$ cat src/rtl/imem_loader_pkg.sv
// Shared types and constants for the boot-time instruction memory loader.
package imem_loader_pkg;

  typedef enum logic [2:0] {
    S_IDLE,
    S_LEN_LO,
    S_LEN_HI,
    S_DATA,
    S_WRITE,
    S_CHK,
    S_DONE,
    S_ERR
  } state_t;

  localparam int HDR_BYTES  = 2;
  localparam int WORD_BYTES = 4;

endpackage

$ cat src/rtl/imem_loader_if.sv
// Byte-stream handshake and instruction-memory write port of the loader.
interface imem_loader_if #(
  parameter int ADDR_W = 8
);

  logic              byte_valid;
  logic [7:0]        byte_data;
  logic              byte_ready;
  logic              im_we;
  logic [ADDR_W-1:0] im_addr;
  logic [31:0]       im_wdata;

  modport master (
    output byte_valid, byte_data,
    input  byte_ready, im_we, im_addr, im_wdata
  );

  modport slave (
    input  byte_valid, byte_data,
    output byte_ready, im_we, im_addr, im_wdata
  );

endinterface

$ cat src/rtl/imem_loader_word_assembler.sv
// Packs payload bytes little-endian into a 32-bit word and keeps the running XOR checksum.
module word_assembler
  import imem_loader_pkg::*;
(
  input  logic        clk,
  input  logic        rst,
  input  logic        clear,
  input  logic        en,
  input  logic [7:0]  byte_in,
  output logic [31:0] word_merged,
  output logic [7:0]  checksum,
  output logic        word_full
);

  logic [31:0] word;
  logic [1:0]  byte_idx;

  // word_merged already contains the byte being accepted, so the write can use it directly
  always_comb begin
    word_merged = word;
    if (en) word_merged[{byte_idx, 3'b000} +: 8] = byte_in;
  end

  assign word_full = en && (byte_idx == 2'(WORD_BYTES - 1));

  always_ff @(posedge clk or negedge rst) begin
    if (!rst) begin
      word     <= '0;
      byte_idx <= '0;
      checksum <= '0;
    end else if (clear) begin
      word     <= '0;
      byte_idx <= '0;
      checksum <= '0;
    end else if (en) begin
      word     <= word_merged;
      byte_idx <= byte_idx + 2'd1;
      checksum <= checksum ^ byte_in;
    end
  end

endmodule

$ cat src/rtl/imem_loader.sv
// Boot loader: receives length header + payload + checksum, writes instruction memory, releases core reset.
module imem_loader
  import imem_loader_pkg::*;
#(
  parameter int ADDR_W = 8
) (
  input  logic         clk,
  input  logic         rst,
  input  logic         start,
  imem_loader_if.slave bus,
  output logic         core_rst,
  output logic         busy,
  output logic         done,
  output logic         err
);

  localparam int unsigned CAPACITY = 32'd1 << ADDR_W;

  state_t                 state, next_state;
  logic [HDR_BYTES*8-1:0] len, len_next;
  logic [ADDR_W:0]        addr;
  logic                   accept, asm_clear, asm_en, word_full;
  logic                   last_word, len_too_big;
  logic [31:0]            word_merged;
  logic [7:0]             checksum;

  assign accept      = bus.byte_valid && bus.byte_ready;
  assign len_next    = {bus.byte_data, len[7:0]};
  assign len_too_big = 32'(len_next) > CAPACITY;
  assign last_word   = (32'(addr) + 32'd1) == 32'(len);
  assign asm_clear   = start && (state inside {S_IDLE, S_DONE, S_ERR});
  assign asm_en      = accept && (state == S_DATA);

  word_assembler u_asm (
    .clk         (clk),
    .rst         (rst),
    .clear       (asm_clear),
    .en          (asm_en),
    .byte_in     (bus.byte_data),
    .word_merged (word_merged),
    .checksum    (checksum),
    .word_full   (word_full)
  );

  always_comb begin
    next_state = state;
    unique case (state)
      S_IDLE, S_DONE, S_ERR: if (start) next_state = S_LEN_LO;
      S_LEN_LO: if (accept) next_state = S_LEN_HI;
      S_LEN_HI: begin
        if (accept) begin
          if (len_too_big)          next_state = S_ERR;
          else if (len_next == '0)  next_state = S_CHK;
          else                      next_state = S_DATA;
        end
      end
      S_DATA:  if (word_full) next_state = S_WRITE;
      S_WRITE: next_state = last_word ? S_CHK : S_DATA;
      S_CHK:   if (accept) next_state = (bus.byte_data == checksum) ? S_DONE : S_ERR;
      default: next_state = S_IDLE;
    endcase
  end

  // addr is one bit wider than im_addr so a full-capacity load never wraps
  always_ff @(posedge clk or negedge rst) begin
    if (!rst) begin
      state <= S_IDLE;
      len   <= '0;
      addr  <= '0;
    end else begin
      state <= next_state;
      if (asm_clear)                         addr <= '0;
      else if (state == S_WRITE && !last_word) addr <= addr + (ADDR_W+1)'(1);
      if (state == S_LEN_LO && accept)       len[7:0] <= bus.byte_data;
      if (state == S_LEN_HI && accept)       len <= len_next;
    end
  end

  // Outputs are decoded from next_state so they are registered yet valid throughout each state
  always_ff @(posedge clk or negedge rst) begin
    if (!rst) begin
      bus.byte_ready <= 1'b0;
      bus.im_we      <= 1'b0;
      bus.im_addr    <= '0;
      bus.im_wdata   <= '0;
      core_rst       <= 1'b1;
      busy           <= 1'b0;
      done           <= 1'b0;
      err            <= 1'b0;
    end else begin
      bus.byte_ready <= next_state inside {S_LEN_LO, S_LEN_HI, S_DATA, S_CHK};
      bus.im_we      <= next_state == S_WRITE;
      if (next_state == S_WRITE) begin
        bus.im_addr  <= addr[ADDR_W-1:0];
        bus.im_wdata <= word_merged;
      end
      core_rst <= next_state != S_DONE;
      busy     <= next_state inside {S_LEN_LO, S_LEN_HI, S_DATA, S_WRITE, S_CHK};
      done     <= next_state == S_DONE;
      err      <= next_state == S_ERR;
    end
  end

endmodule

$ cat src/flat_wrapper.sv
// flat-port wrapper written by rule: the top's interface ports become plain ports
module imem_loader_flat import imem_loader_pkg::*;
#(
  parameter int ADDR_W = 8
)
  (clk, rst, start, core_rst, busy, done, err, bus_byte_valid, bus_byte_data, bus_byte_ready, bus_im_we, bus_im_addr, bus_im_wdata);
  imem_loader_if #(.ADDR_W(ADDR_W)) bus_i ();
  input  logic clk;
  input  logic rst;
  input  logic start;
  output logic core_rst;
  output logic busy;
  output logic done;
  output logic err;
  input wire logic [$bits(bus_i.byte_valid)-1:0] bus_byte_valid;
  input wire logic [$bits(bus_i.byte_data)-1:0] bus_byte_data;
  output wire logic [$bits(bus_i.byte_ready)-1:0] bus_byte_ready;
  output wire logic [$bits(bus_i.im_we)-1:0] bus_im_we;
  output wire logic [$bits(bus_i.im_addr)-1:0] bus_im_addr;
  output wire logic [$bits(bus_i.im_wdata)-1:0] bus_im_wdata;
  assign bus_i.byte_valid = bus_byte_valid;
  assign bus_i.byte_data = bus_byte_data;
  assign bus_byte_ready = bus_i.byte_ready;
  assign bus_im_we = bus_i.im_we;
  assign bus_im_addr = bus_i.im_addr;
  assign bus_im_wdata = bus_i.im_wdata;
  imem_loader #(.ADDR_W(ADDR_W)) u_core (.clk(clk), .rst(rst), .start(start), .bus(bus_i), .core_rst(core_rst), .busy(busy), .done(done), .err(err));
endmodule
$ cat config.mk
export PLATFORM = sky130hd
export DESIGN_NAME = imem_loader_flat
export DESIGN_NICKNAME = d
export VERILOG_FILES = /design/src/rtl/imem_loader_pkg.sv /design/src/rtl/imem_loader_if.sv /design/src/rtl/imem_loader_word_assembler.sv /design/src/rtl/imem_loader.sv /design/src/flat_wrapper.sv
export SDC_FILE = /design/constraint.sdc
export NUM_CORES = 1
export LEC_CHECK = 0
export BUFFER_PORTS_ARGS = -buffer_cell sky130_fd_sc_hd__buf_2
export CAP_MARGIN = 20
export CORE_MARGIN = 2
export CORE_UTILIZATION = 53
export CTS_CLUSTER_DIAMETER = 80
export DETAILED_ROUTE_END_ITERATION = 10
export GPL_TIMING_DRIVEN = 1
export PLACE_DENSITY = 0.76
export REMOVE_ABC_BUFFERS = 1
export SLEW_MARGIN = 20
export SYNTH_ARGS = -nofsm -noshare
export SYNTH_HDL_FRONTEND = slang
export SYNTH_HIERARCHICAL = 1
export SYNTH_SLANG_ARGS = --single-unit
$ cat constraint.sdc
create_clock -name clk -period 2.3 [get_ports clk]
set_input_delay 0.46 -clock clk [delete_from_list [all_inputs] [get_ports clk]]
set_output_delay 0.46 -clock clk [all_outputs]
set_load 0.01 [all_outputs]
# --- After elaboration in Yosys (flattened, before gate mapping) ---
# Cells that the tools add are included.
totals:
  regBits: 116
  in_bits: 12
  output_inout_bits: 46
  wordCells: 79
op_classes:
  n_addsub: 4
  order_cmp: 1
  eq_ne: 18
  shifts: 2
  n_mux: 20
  n_bitwise: 2
  reduce_logical: 17
ops:
  columns: ["op", "count"]
  rows:
  - ["$mux 32", 3]
  - ["$bwmux 32", 1]
  - ["$eq 32x16->1", 1]
  - ["$shift 8x7->32 const A", 1]
  - ["$shiftx 8x7->32", 1]
  - ["$eq 3x3->1 const B", 8]
  - ["$mux 3", 8]
  - ["$mux 9", 2]
  - ["$pmux 3 s6", 1]
  - ["$gt 16x9->1 const B", 1]
  - ["$logic_not 16->1", 1]
  - ["$mux 8", 2]
  - ["$eq 3x2->1 const B", 4]
  - ["$add 9x1->10 const B", 1]
  - ["$add 9x1->9 const B", 1]
  - ["$eq 8x8->1", 1]
  - ["$xor 8x8->8", 1]
  - ["$logic_and 1x1->1", 7]
  - ["$neg 5->7", 1]
  - ["$eq 3x1->1 const B", 2]
  - ["$reduce_bool 5->1", 1]
  - ["$mux 2", 2]
  - ["$reduce_bool 2->1", 2]
  - ["$reduce_bool 4->1", 1]
  - ["other kinds (10)", 10]

# --- Longest topological paths before layout ---
logic_depth:
  ltp_word: 7
  ltp_mapped: 13
  ltp_nobuf: 11

# --- Cells and area by module ---
# The synthesis kept the hierarchy.
by_module_without_submodules:
  columns: ["module", "instances", "cells_each", "area_per_inst_um2", "seq_area_each_um2"]
  rows:
  - ["imem_loader", 1, 371, 3563.4, 1853.0]
  - ["word_assembler", 1, 190, 1985.7, 1051.0]

# --- Worst setup path after synthesis ---
# OpenSTA, ideal clock, no wires.
synth_timing:
  path_kind: "reg-to-reg"
  startpoint: "register u_core.state[0]"
  endpoint: "register u_core.bus.im_wdata[10]"
  setup_time_ps: 117
  arrival_time_ps: 2238
  t_required_ps: 2183
  path_slack_ps: -55
  stages_incl_launch_ff: 12
  path_buffers: 4
  period_less_slack_ps: 2355
  cell_sequence: "dfrtp_1 clkbuf_1 nand3_1 nor2_1 buf_2 nand2_2 inv_1 nand3_1 clkbuf_1 clkbuf_1 nand2_1 nand2_1"
synth_via:
  elab_chain_cells: 6
  word_cells_on_any_way: 19
  classes_between: "eq/ne (8); mux (7); reduce/logical (4)"
synth_lines:
  columns: ["item", "line_no", "source"]
  rows:
  - ["from (decl)", "imem_loader.sv:19", "state_t state, next_state;"]
  - ["from (signal assigned)", "imem_loader.sv:71", "state <= next_state;"]
  - ["$eq 3x2->1", "imem_loader.sv:32", "assign asm_en = accept && (state == S_DATA);"]
  - ["$logic_and 1x1->1", "imem_loader.sv:32", null]
  - ["net u_core.asm_en", "imem_loader.sv:22", "logic accept, asm_clear, asm_en, word_full;"]
  - ["$logic_and 1x1->1", "imem_loader_word_assembler.sv:24", "assign word_full = en && (byte_idx == 2'(WORD_BYTES - 1));"]
  - ["net u_core.word_full", "imem_loader.sv:22", null]
  - ["$mux 3", "imem_loader.sv:57", "S_DATA: if (word_full) next_state = S_WRITE;"]
  - ["$pmux 3 s6", "imem_loader.sv:47", "unique case (state)"]
  - ["$eq 3x3->1", "imem_loader.sv:93", "if (next_state == S_WRITE) begin"]
  - ["to (signal assigned)", "imem_loader.sv:95", "bus.im_wdata <= word_merged;"]
  - ["to (decl)", "imem_loader_if.sv:20", "output byte_ready, im_we, im_addr, im_wdata"]
# The timed path passes the listed nets, and every way through them passes these cells.
# A chain may end at the register's enable or synchronous reset.

# --- Worst setup path in the final report ---
layout_timing:
  startpoint: "register u_core.addr[0]"
  endpoint: "register u_core.addr[5]"
layout_via:
  elab_chain_cells: 5
  word_cells_on_any_way: 8
  classes_between: "add/sub (2); eq/ne (1); mux (2); reduce/logical (3)"
layout_lines:
  columns: ["item", "line_no", "source"]
  rows:
  - ["from (decl)", "imem_loader.sv:21", "logic [ADDR_W:0] addr;"]
  - ["from (signal assigned)", "imem_loader.sv:73", "else if (state == S_WRITE && !last_word) addr <= addr + (ADDR_W+1)'(1);"]
  - ["$add 9x1->10", "imem_loader.sv:30", "assign last_word = (32'(addr) + 32'd1) == 32'(len);"]
  - ["$eq 32x16->1", "imem_loader.sv:30", null]
  - ["$logic_not 1->1", "imem_loader.sv:73", null]
  - ["$logic_and 1x1->1", "imem_loader.sv:73", null]
  - ["$reduce_bool 2->1 (no line)", null, null]
# Several ways; a longest one is shown, not always the timed one. The select of a mux whose other input is x is not followed.

==> metrics.log <==
INFO  metric ys_async_rst_share = 1.000
INFO  metric num_rows = 37
INFO  metric postLayoutCoreUtil = 0.6754
INFO  metric first_global_vias = 4,421
INFO  metric fin_crit_sh = 0.9813
INFO  metric tns = 0 ns
INFO  metric synth_flop_cell = dfrtp_1
INFO  metric relative_max_transition_margin = 0.6056
INFO  metric synth_seq_cells = 116
INFO  metric drt-wirelength-per-cell = 16.25 um
INFO  metric end_kind = flip-flop
INFO  metric crit_path_start_kind = flip-flop
INFO  metric vias_per_cell = 5.555
INFO  metric clkTransAtPathRegs = 0.06 ns
INFO  metric yosysTopAreaCell = dfrtp_1
INFO  metric fillers = 788
INFO  metric clk_path_buf_depth = 2
INFO  metric synth_sequential_area_ratio = 0.5233
INFO  metric count_of_warnings_emitted_by_yosys = 6
INFO  metric hold_path_depth = 3
INFO  metric drt.antenna.violating_nets = 0
INFO  metric numPortBuffers = 57
INFO  metric wire_length_of_the_first_global_routing_pass = 21.27 mm
INFO  metric initialDrtViolationCount = 275
INFO  metric worst_path_max_delay_cell = dfrtp_1
INFO  metric timing.final.setup_violations = 0
INFO  metric grt_antenna_before_repair = 0
INFO  metric ff2ff_path_depth = 10
INFO  metric grt_max_degree = 53
INFO  metric cpLargestDelayFamily = simple AND/OR/NAND/NOR gates
INFO  metric p_clk_frac = 0.350
INFO  metric switching_share = 0.3218
INFO  metric postPlaceCellArea = 0.006177 sq mm
INFO  metric worst_skew_late_latency = 0.53 ns
INFO  metric max_cap_viol_count = 0
INFO  metric die_x = 106.3 um
INFO  metric total_leakage_power = 3.661 nW
INFO  metric core_region_area = 0.01023 sq mm
INFO  metric dieArea = 0.01130 sq mm
INFO  metric tritoncts.num_buffers = 17
INFO  metric wl_met3 = 697 um
INFO  metric required = 2.75 ns
INFO  metric hold_viol = 0
INFO  metric layout_min_cycle_time = 2.257 ns
INFO  metric run_status = finished clean
INFO  metric netlist_instances = 561
INFO  metric peakVddDrop = 0.6201 mV
INFO  metric worst_ep_arrival_time = 2.71 ns
INFO  metric top_signal_layer_used = met4
INFO  metric r2r_slack = 0.04 ns
INFO  metric layout.cell_area.non_filler = 0.006910 sq mm
INFO  metric critical_path.n_buffers_inverters = 2
INFO  metric cts_tree = built
INFO  metric dp_hpwl = 8.398 mm
INFO  metric final_worst_clock_skew = 0.01218 ns
INFO  metric hold_path_startpoint = start
INFO  metric initial_core_util = 0.5424
INFO  metric netlist_top_cells_area = dfrtp_1 (52%), nand2_1 (8.7%), mux2_2 (4.5%)
INFO  metric layout.area.seq = 0.002904 sq mm
INFO  metric globalRouteTotalUtil = 0.2421
INFO  metric root_buffer = clkbuf_8
INFO  metric cts.htree.levels = 4
INFO  metric amount_of_wire_on_met2_after_detailed_routing = 6.568 mm
INFO  metric top_cell_type_s_share_of_synthesized_area = 0.5186
INFO  metric multi_input_comb_area = 0.002487 sq mm
INFO  metric final_nets = 669
INFO  metric antenna_cells = 0
INFO  metric power-per-cell-area = 1046 mW/mm^2
INFO  metric synth_enable_flop_cells = 0
INFO  metric hold_path_class = primary input to flip-flop
INFO  metric drt_drc_violations_left = 0
INFO  metric final_layout_size_suffix_gt1_frac = 0.2726
INFO  metric critical_path_peak_fanout = 6
INFO  metric num_io_pins = 58
INFO  metric finalWirelength = 13.00 mm
INFO  metric globalRoute.totalOverflow = 0
INFO  metric max_stage_delay = 0.39 ns
INFO  metric cts_num_sinks = 116
INFO  metric die_height = 106.3 um
INFO  metric syn-cell-area = 0.005549 sq mm
INFO  metric met1_length = 5.492 mm
INFO  metric tightestPinTransition = 0.5862 ns
INFO  metric p_comb_frac = 0.274
INFO  metric net-switching-power = 2.327 mW
INFO  metric hold_path_end = u_core/busy$_DFF_PN0_
INFO  metric place_congestion = 0.8505
INFO  metric drt_pre_antenna_iters = 5
INFO  metric critical_path.cell_chain = ha_2, a21oi_2, or3_1, a32o_1, a211oi_2, o31ai_2, buf_6, buf_6, or3_1, o21ai_1
INFO  metric r2r_end = u_core/addr[5]$_DFFE_PN0P_
INFO  metric power_report.internal_total = 4.904 mW
INFO  metric yosys.cell_types.count = 56
INFO  metric seq_power_share = 0.376
INFO  metric layout-area-overhead-vs-synth = 24.53%
INFO  metric avgSynthCellArea = 9.891 sq um
INFO  metric critical_path_class = flip-flop to flip-flop
INFO  metric max_freq = 443.1 MHz
INFO  metric rr_startpoint = u_core/addr[0]$_DFFE_PN0P_
INFO  metric rsz_0062_raised_after_global_routing = yes
INFO  metric final-max-slew-violation-count = 0
INFO  metric route.vias.total = 4,444
==> layer usage <==
metal,GRT usage,up-vias
met1,0.3061,2178
met3,0.06131,26
li1,-,2089
met2,0.4061,151
met4,0.08177,0
met5,0,-
==> layout by cell type, fill, tap and decap left out, types with 7 or more instances in the layout <==
cell type	n
dfrtp_1	115
and3_1	10
nand2_1	129
a32oi_1	18
a32o_1	7
inv_1	27
a22o_1	9
xnor2_1	11
buf_2	56
a21oi_2	7
buf_4	36
nor2b_1	14
nor2_1	40
or3_1	7
mux2_2	22
clkbuf_16	16
xor2_1	21
nand3_1	8
==> cells by family (layout without fill, tap and decap cells) <==
| logic type | after synthesis | count (layout) | synth area share |
|---|---|---|---|
| compound gates | 72 | 72 | 0.1037 |
| xor+xnor | 33 | 33 | 0.05208 |
| mux | 26 | 26 | 0.05209 |
| flops | 116 | 116 | 0.5233 |
| simple gates | 252 | 252 | 0.2126 |
| fa+ha+maj | 6 | 6 | 0.01353 |
| buf+inv | 56 | 159 | 0.04262 |
==> power by group through the flow <==
stage	logic [mW]	clock network [mW]	registers [mW]
2_1_floorplan	1.19	0	2.73
3_3_place_gp	1.79	0	2.71
3_5_place_dp	1.85	0	2.74
4_1_cts	1.88	2.57	2.71
5_1_grt	2.17	2.66	2.77
6_report	1.98	2.53	2.72
==> layout make-up <==
| type | count | share of cell area |
|---|---|---|
| Tap cell | 136 | 0.02462 |
| Inverter | 27 | 0.01467 |
| Sequential cell | 116 | 0.4202 |
| Timing Repair Buffer | 100 | 0.09759 |
| Multi-Input combinational cell | 389 | 0.3599 |
| Clock inverter | 13 | 0.01901 |
| Clock buffer | 19 | 0.06391 |
==> timing repair <==
item                                    CTS  global route
buffers inserted                          0             7
resized for setup                         1            17
pin swaps                                 0             8
gates cloned                              0             0
hold endpoints to repair                 34             0
hold buffers                              1             0
endpoints found under the setup margin    6            15
==> flip-flops by register name, summed over array words and instances (netlist names) <==
register and cells:
u_core/len 16, u_core/err 1, u_core/bus.im_we 1, u_core/core_rst 1, u_core/bus.im_wdata 32, u_core/state 3
u_core/busy 1, u_core/bus.im_addr 8, u_core/bus.byte_ready 1, u_core/u_asm/word 32, u_core/u_asm/byte_idx 2, u_core/addr 9
u_core/done 1, u_core/u_asm/checksum 8
==> worst reg2reg max path: stages (launching register included) <==
cell	delay (ns)
dfrtp_1	0.39
ha_2	0.22
a21oi_2	0.04
or3_1	0.35
a32o_1	0.23
a211oi_2	0.20
o31ai_2	0.11
buf_6	0.14
buf_6	0.13
or3_1	0.30
o21ai_1	0.07
==> how the worst max path moves through the flow <==
stage | endpoint | from | depth (start not counted) | slack, ns
2_1_floorplan | u_core/bus.im_wdata[0]$_DFFE_PN0P_ | u_core/state[0]$_DFF_PN0_ | 8 | -1.38
3_3_place_gp | u_core/err$_DFF_PN0_ | bus_byte_data[4] | 7 | -0.04
3_5_place_dp | u_core/err$_DFF_PN0_ | bus_byte_data[4] | 7 | -0.09
4_1_cts | u_core/addr[6]$_DFFE_PN0P_ | u_core/addr[0]$_DFFE_PN0P_ | 8 | 0.04
5_1_grt | u_core/addr[5]$_DFFE_PN0P_ | u_core/addr[1]$_DFFE_PN0P_ | 11 | -0.06
6_report | u_core/addr[5]$_DFFE_PN0P_ | u_core/addr[0]$_DFFE_PN0P_ | 10 | 0.04
==> per-stage QoR <==
step | cells | hold WS, ns | power [mW] | setup slack (ns)
floorplan | 532 | 0.1644 | 3.919 | -1.383
global placement | 760 | 0.4481 | 4.493 | -0.03864
detailed placement | 760 | 0.4571 | 4.582 | -0.08959
CTS | 793 | 0.2481 | 7.156 | 0.03742
global route | 800 | 0.2957 | 7.598 | -0.05807
finish | 800 | 0.2704 | 7.231 | 0.04304
==> Yosys cell counts (all sizes together), types with 9 or more instances <==
| cell type | number |
|---|---|
| nor2 | 42 |
| nand3 | 11 |
| xnor2 | 11 |
| xor2 | 22 |
| a22o | 9 |
| a32oi | 18 |
| inv | 27 |
| o21ai | 9 |
| nor2b | 14 |
| and3 | 10 |
| dfrtp | 115 |
| a21oi | 13 |
| nand2 | 130 |
| clkbuf | 14 |
| buf | 15 |
| mux2 | 23 |
(Power assumes the default switching activity.)
